`src/rtl/spi_tx_sequencer.sv`:
```
// SPI transmit sequencer: pops TX FIFO words, hands them to the shift engine and
// frames each transfer with a chip-select using programmable setup, hold and gap timing.
module spi_tx_sequencer #(
    parameter int unsigned DATA_WIDTH = 8,
    parameter int unsigned SLAVES     = 4,
    parameter int unsigned CS_SETUP   = 2,
    parameter int unsigned CS_HOLD    = 2,
    parameter int unsigned IDLE_GAP   = 1,
    localparam int unsigned SEL_W     = (SLAVES > 1) ? $clog2(SLAVES) : 1
) (
    input  logic                  PCLK,
    input  logic                  PRESET,
    input  logic                  EN,
    input  logic                  CONT,
    input  logic [SEL_W-1:0]      SLV_SEL,
    input  logic                  FIFO_EMPTY,
    input  logic [DATA_WIDTH-1:0] FIFO_RD_DATA,
    output logic                  FIFO_RD_EN,
    output logic                  SHIFT_START,
    output logic [DATA_WIDTH-1:0] SHIFT_DATA,
    input  logic                  SHIFT_DONE,
    output logic [SLAVES-1:0]     CS_N,
    output logic                  BUSY,
    output logic                  DONE_IRQ,
    output logic [15:0]           WORD_CNT
);

    typedef enum logic [2:0] {
        StIdle, StPop, StLoad, StSetup, StStart, StWait, StHold, StGap
    } state_e;

    localparam logic [15:0] SetupLast = 16'(CS_SETUP - 1);
    localparam logic [15:0] HoldLast  = 16'(CS_HOLD - 1);
    localparam logic [15:0] GapLast   = 16'(IDLE_GAP - 1);

    state_e                  state_q, state_d;
    logic [SEL_W-1:0]        sel_q, sel_d;
    logic [15:0]             cnt_q, cnt_d;
    logic                    cont_q, cont_d;
    logic [DATA_WIDTH-1:0]   shift_data_q;
    logic [15:0]             word_cnt_q;
    logic                    load;
    logic                    inc;
    logic                    sel_ok;
    logic                    cs_active;

    assign sel_ok = int'(SLV_SEL) < int'(SLAVES);

    always_comb begin
        state_d = state_q;
        sel_d   = sel_q;
        cnt_d   = cnt_q;
        cont_d  = cont_q;
        load    = 1'b0;
        inc     = 1'b0;
        unique case (state_q)
            StIdle: begin
                if (EN && !FIFO_EMPTY && sel_ok) begin
                    sel_d   = SLV_SEL;
                    cont_d  = 1'b0;
                    state_d = StPop;
                end
            end
            StPop: state_d = StLoad;
            StLoad: begin
                load  = 1'b1;
                cnt_d = '0;
                // A continuing word already has CS low, so setup is skipped.
                if (cont_q || CS_SETUP == 0) begin
                    state_d = StStart;
                end else begin
                    state_d = StSetup;
                end
            end
            StSetup: begin
                if (cnt_q == SetupLast) begin
                    cnt_d   = '0;
                    state_d = StStart;
                end else begin
                    cnt_d = cnt_q + 16'd1;
                end
            end
            StStart: state_d = StWait;
            StWait: begin
                if (SHIFT_DONE) begin
                    inc   = 1'b1;
                    cnt_d = '0;
                    if (CONT && EN && !FIFO_EMPTY) begin
                        cont_d  = 1'b1;
                        state_d = StPop;
                    end else if (CS_HOLD > 0) begin
                        state_d = StHold;
                    end else begin
                        state_d = StGap;
                    end
                end
            end
            StHold: begin
                if (cnt_q == HoldLast) begin
                    cnt_d   = '0;
                    state_d = StGap;
                end else begin
                    cnt_d = cnt_q + 16'd1;
                end
            end
            StGap: begin
                cont_d = 1'b0;
                if (cnt_q == GapLast) begin
                    cnt_d   = '0;
                    state_d = StIdle;
                end else begin
                    cnt_d = cnt_q + 16'd1;
                end
            end
            default: state_d = StIdle;
        endcase
    end

    always_ff @(posedge PCLK or posedge PRESET) begin
        if (PRESET) begin
            state_q      <= StIdle;
            sel_q        <= '0;
            cnt_q        <= '0;
            cont_q       <= 1'b0;
            shift_data_q <= '0;
            word_cnt_q   <= '0;
        end else begin
            state_q <= state_d;
            sel_q   <= sel_d;
            cnt_q   <= cnt_d;
            cont_q  <= cont_d;
            if (load) shift_data_q <= FIFO_RD_DATA;
            if (inc)  word_cnt_q   <= word_cnt_q + 16'd1;
        end
    end

    // CS is low from LOAD through HOLD, and also in POP when a burst continues.
    assign cs_active = (state_q inside {StLoad, StSetup, StStart, StWait, StHold}) ||
                       (state_q == StPop && cont_q);

    always_comb begin
        CS_N = '1;
        for (int i = 0; i < int'(SLAVES); i++) begin
            CS_N[i] = !(cs_active && int'(sel_q) == i);
        end
    end

    assign FIFO_RD_EN  = (state_q == StPop);
    assign SHIFT_START = (state_q == StStart);
    assign SHIFT_DATA  = shift_data_q;
    assign BUSY        = (state_q != StIdle);
    assign DONE_IRQ    = (state_q == StGap) && (cnt_q == 16'd0);
    assign WORD_CNT    = word_cnt_q;

endmodule
```
`config.mk`:
```
export PLATFORM = sky130hd
export DESIGN_NAME = spi_tx_sequencer
export DESIGN_NICKNAME = d
export VERILOG_FILES = /design/src/rtl/spi_tx_sequencer.sv
export SDC_FILE = /design/constraint.sdc
export NUM_CORES = 1
export LEC_CHECK = 0
export CORE_MARGIN = 2
export CORE_UTILIZATION = 40
export DETAILED_ROUTE_END_ITERATION = 12
export PLACE_DENSITY = 0.65
export SLEW_MARGIN = 10
export SYNTH_ARGS = -nofsm -noshare
export SYNTH_HDL_FRONTEND = slang
export SYNTH_SLANG_ARGS = --single-unit
```
`constraint.sdc`:
```
create_clock -name PCLK -period 1.7 [get_ports PCLK]
set_input_delay 0.34 -clock PCLK [delete_from_list [all_inputs] [get_ports PCLK]]
set_output_delay 0.34 -clock PCLK [all_outputs]
set_load 0.005 [all_outputs]
```
==> key figures <==
Outcome
  • Result of the run: finished, violations left
  • Failing checks: setup timing

Clocking
  • Clock tree from TritonCTS: done
  • Clock-pin transition on the worst setup and hold timing paths: 0.09 ns
  • Largest buffer count on any clock path: 2
  • Root buf cell: clkbuf_8
  • Number of buffers created by CTS: 5
  • Clk Latency, worst-skew pair: 0.30 ns
  • H-Tree Level Count: 2
  • CTS sink cnt: 46
  • Number of buffers inserted by hold repair at cts: 0

Final layout
  • Final standard cell utilization of the core: 63.7%
  • Layout cell share with drive strength beyond 1: 39.8%
  • Antenna cells: 0
  • Post-layout instance count excluding filler cells: 422
  • Area delta synth->final: 53.1%
  • FILL cells: 511
  • Total Nets Final: 369

Worst setup path
  • Launch point of the critical path: cnt_q[13]
  • Data arrival time of the worst path: 2.17 ns
  • Worst Path Max Fanout: 4
  • Required time reported for the critical path endpoint: 1.88 ns
  • Worst Setup End Kind: register
  • WS Path Type: reg -> reg
  • Sort of element at the start of the critical path: register
  • Launch instance of the worst register-to-register path: cnt_q[13]

Synthesis
  • Async set-reset flop share out of synthesis: 100%
  • Synth Warn #: 0
  • Synth Net Count: 261
  • Post-synthesis cell count: 238
  • Proportion of synthesized chip area in sequential cells: 46.4%
  • Synth Cell Area: 2480 µm²
  • Post-synth top flop: dfrtp_1
  • Post-synthesis cell type with the largest combined area: dfrtp_1
  • Most used standard cells in the synthesized netlist: 46 x dfrtp_1, 24 x nand2_1, 16 x nand3_1, 15 x nor2_1, 13 x xnor2_1
  • Number of different library cells in the post-synthesis netlist: 47
  • Fraction of post-synthesis cell area in the top cell type by area: 46.4%
  • Number of enable flip-flop cells after synthesis: 0
  • Flops & latches, synth: 46
  • Cell with the most instances after synthesis: dfrtp_1
  • Mapped Avg Cell Area: 10.4 µm²
  • Ranking of synthesized cells by area: dfrtp_1 46%, mux2_2 5.0%, xnor2_1 4.6%

Timing
  • Total of endpoints with negative setup slack in the final report: 32
  • Slew Limit Headroom: 75.8%
  • Min Hold Slack: 0.391 ns
  • Final period utilization: 117%
  • Final Hold Vio Count: 0
  • Unrepaired setup endpoints after global routing: true
  • Post-route worst setup slack: -0.291 ns
  • Max-slew violations: 0
  • Layout Skew: 0.00955 ns
  • Highest achievable clock rate: 0.502 GHz
  • Slew at the pin with the worst max-slew slack: 0.361 ns
  • Clock period minus final worst setup slack: 1.99 ns

Detailed routing
  • Via density per instance: 5.19
  • Post-detailed-route DRC marker count: 0
  • Wire length per cell after detailed routing: 14.6 µm
  • Antenna Violating Nets Remaining: 0
  • Vias post-DR: 2190
  • DRT iter0 DRCs: 95
  • Total length of routed wires: 6160 µm
  • Drt pass-1 iters: 4

Global route
  • Pin count of the biggest net entering global routing: 47
  • Initial antenna violation count: 0
  • Global-route total usage across every layer: 19.0%
  • Number of global-route vias before repair: 2073
  • Wire length of the first global-routing pass: 9810 µm
  • Remaining global-route overflow: 0

Power
  • Total power consumption of the routed design: 6.01 mW
  • Static leakage power: 1.67 nW
  • Worst IR Drop VDD: 0.974 mV
  • Pwr/cell area: 1580 nW/µm²

Placement
  • Worst slack after detailed placement: -0.327 ns
  • Half-perimeter wire length after placement: 4110 µm
  • Number of I/O port buffers: 47
  • Cell Count Post-Placement: 396
  • Final weighted congestion in routability-driven placement: 0.872

Floorplanning
  • Rows: 28
  • Initial Utilization: 41.6%
  • Horizontal extent of the die: 82.7 µm
  • CORE AREA: 5960 µm²
  • Boundary Pins: 48
  • Total die area: 6850 µm²
  • Chip Height: 82.7 µm

Job
  • Number of max-cap violations: 0

Min path
  • Tightest Hold Check Type: in -> async
where the power goes:
| group | internal, mW | switching, mW |
|---|---|---|
| Combinational | 2.10 | 1.58 |
| Clock | 0.291 | 0.376 |
| Sequential | 1.39 | 0.274 |
| Total | 3.79 | 2.23 |
logic make-up (layout without fill, tap and decap cells):
group | count (synthesis) | count (layout) | synth area share, %
AND/OR/NAND/NOR | 98 | 98 | 23.7
flip-flops | 46 | 46 | 46.4
AO/OA/AOI/OAI | 37 | 37 | 9.79
XOR/XNOR | 19 | 19 | 6.71
buffers and inverters | 18 | 127 | 3.99
multiplexers | 13 | 13 | 5.85
adder cells (fa/ha/maj) | 7 | 7 | 3.53
cell type report:
cell class	count	area [µm²]	share of cell area, %
sequential	46	1150	30.4
timing repair buffer	108	960	25.3
inverter	11	41.3	1.09
clock buffer	6	72.6	1.91
multi-input combinational	174	1460	38.5
clock inverter	2	13.8	0.363
tap	75	93.8	2.47
path summary, 6_finish.rpt:
| check | cells after the start | endpoint | slack, ns |
|---|---|---|---|
| min in group PCLK | 1 | WORD_CNT[15] | 0.49 |
| worst min-delay path | 3 | WORD_CNT[12] | 0.39 |
| worst max-delay path | 7 | state_q[0] | -0.29 |
| worst max register to register | 7 | state_q[0] | -0.29 |
| worst min register to register | 1 | WORD_CNT[15] | 0.49 |
| max in group asynchronous | 3 | state_q[2] | 1.07 |
metal layers:
layer / wire (µm) / part of all wire (%) / vias to the layer above / global-route usage, %
li1: - / - / 1062 / -
met1: 2670 / 43 / 1085 / 23.3
met2: 3190 / 52 / 36 / 33.4
met3: 199 / 3.2 / 7 / 3.37
met4: 93 / 1.5 / 0 / 6.72
met5: 0 / 0 / - / 0
stage by stage:
stage	TNS (ns)	instance area (µm²)
detailed placement	-5.71	3340
global route	-7.19	3800
floorplan	-0.0116	2490
global placement	-4.97	3340
CTS	-2.92	3650
finish	-4.18	3800
worst max-delay path, stage by stage (launching register included):
cell,delay (ns)
dfrtp_2,0.44
nor4_4,0.31
buf_4,0.15
nand4_1,0.10
a22o_1,0.31
buf_6,0.15
nor2_4,0.11
mux2_4,0.30
timing repair:
action / 4_1_cts / 5_1_grt
endpoints found under the setup margin: 27 / 34
hold endpoints to repair: 0 / 0
resized for setup: 69 / 32
gates cloned: 1 / 0
buffers inserted: 12 / 10
pin swaps: 22 / 17
registers in the layout (all words and copies together), names as in the netlist:
name and flops:
sel_q 2, cont_q 1, state_q 3, WORD_CNT 16
cnt_q 16, SHIFT_DATA 8
layout by cell type, fill, tap and decap left out, types with 6 or more instances in the layout:
master           instances
buf_4                   47
dfrtp_1                 44
clkdlybuf4s50_1         39
nand2_1                 19
nand3_1                 14
xnor2_1                 13
buf_6                   13
nor2_1                  12
mux2_2                  11
nand4_1                  8
a31oi_1                  7
inv_1                    7
nor4_4                   6
xor2_1                   6
(Power assumes the default switching activity.)
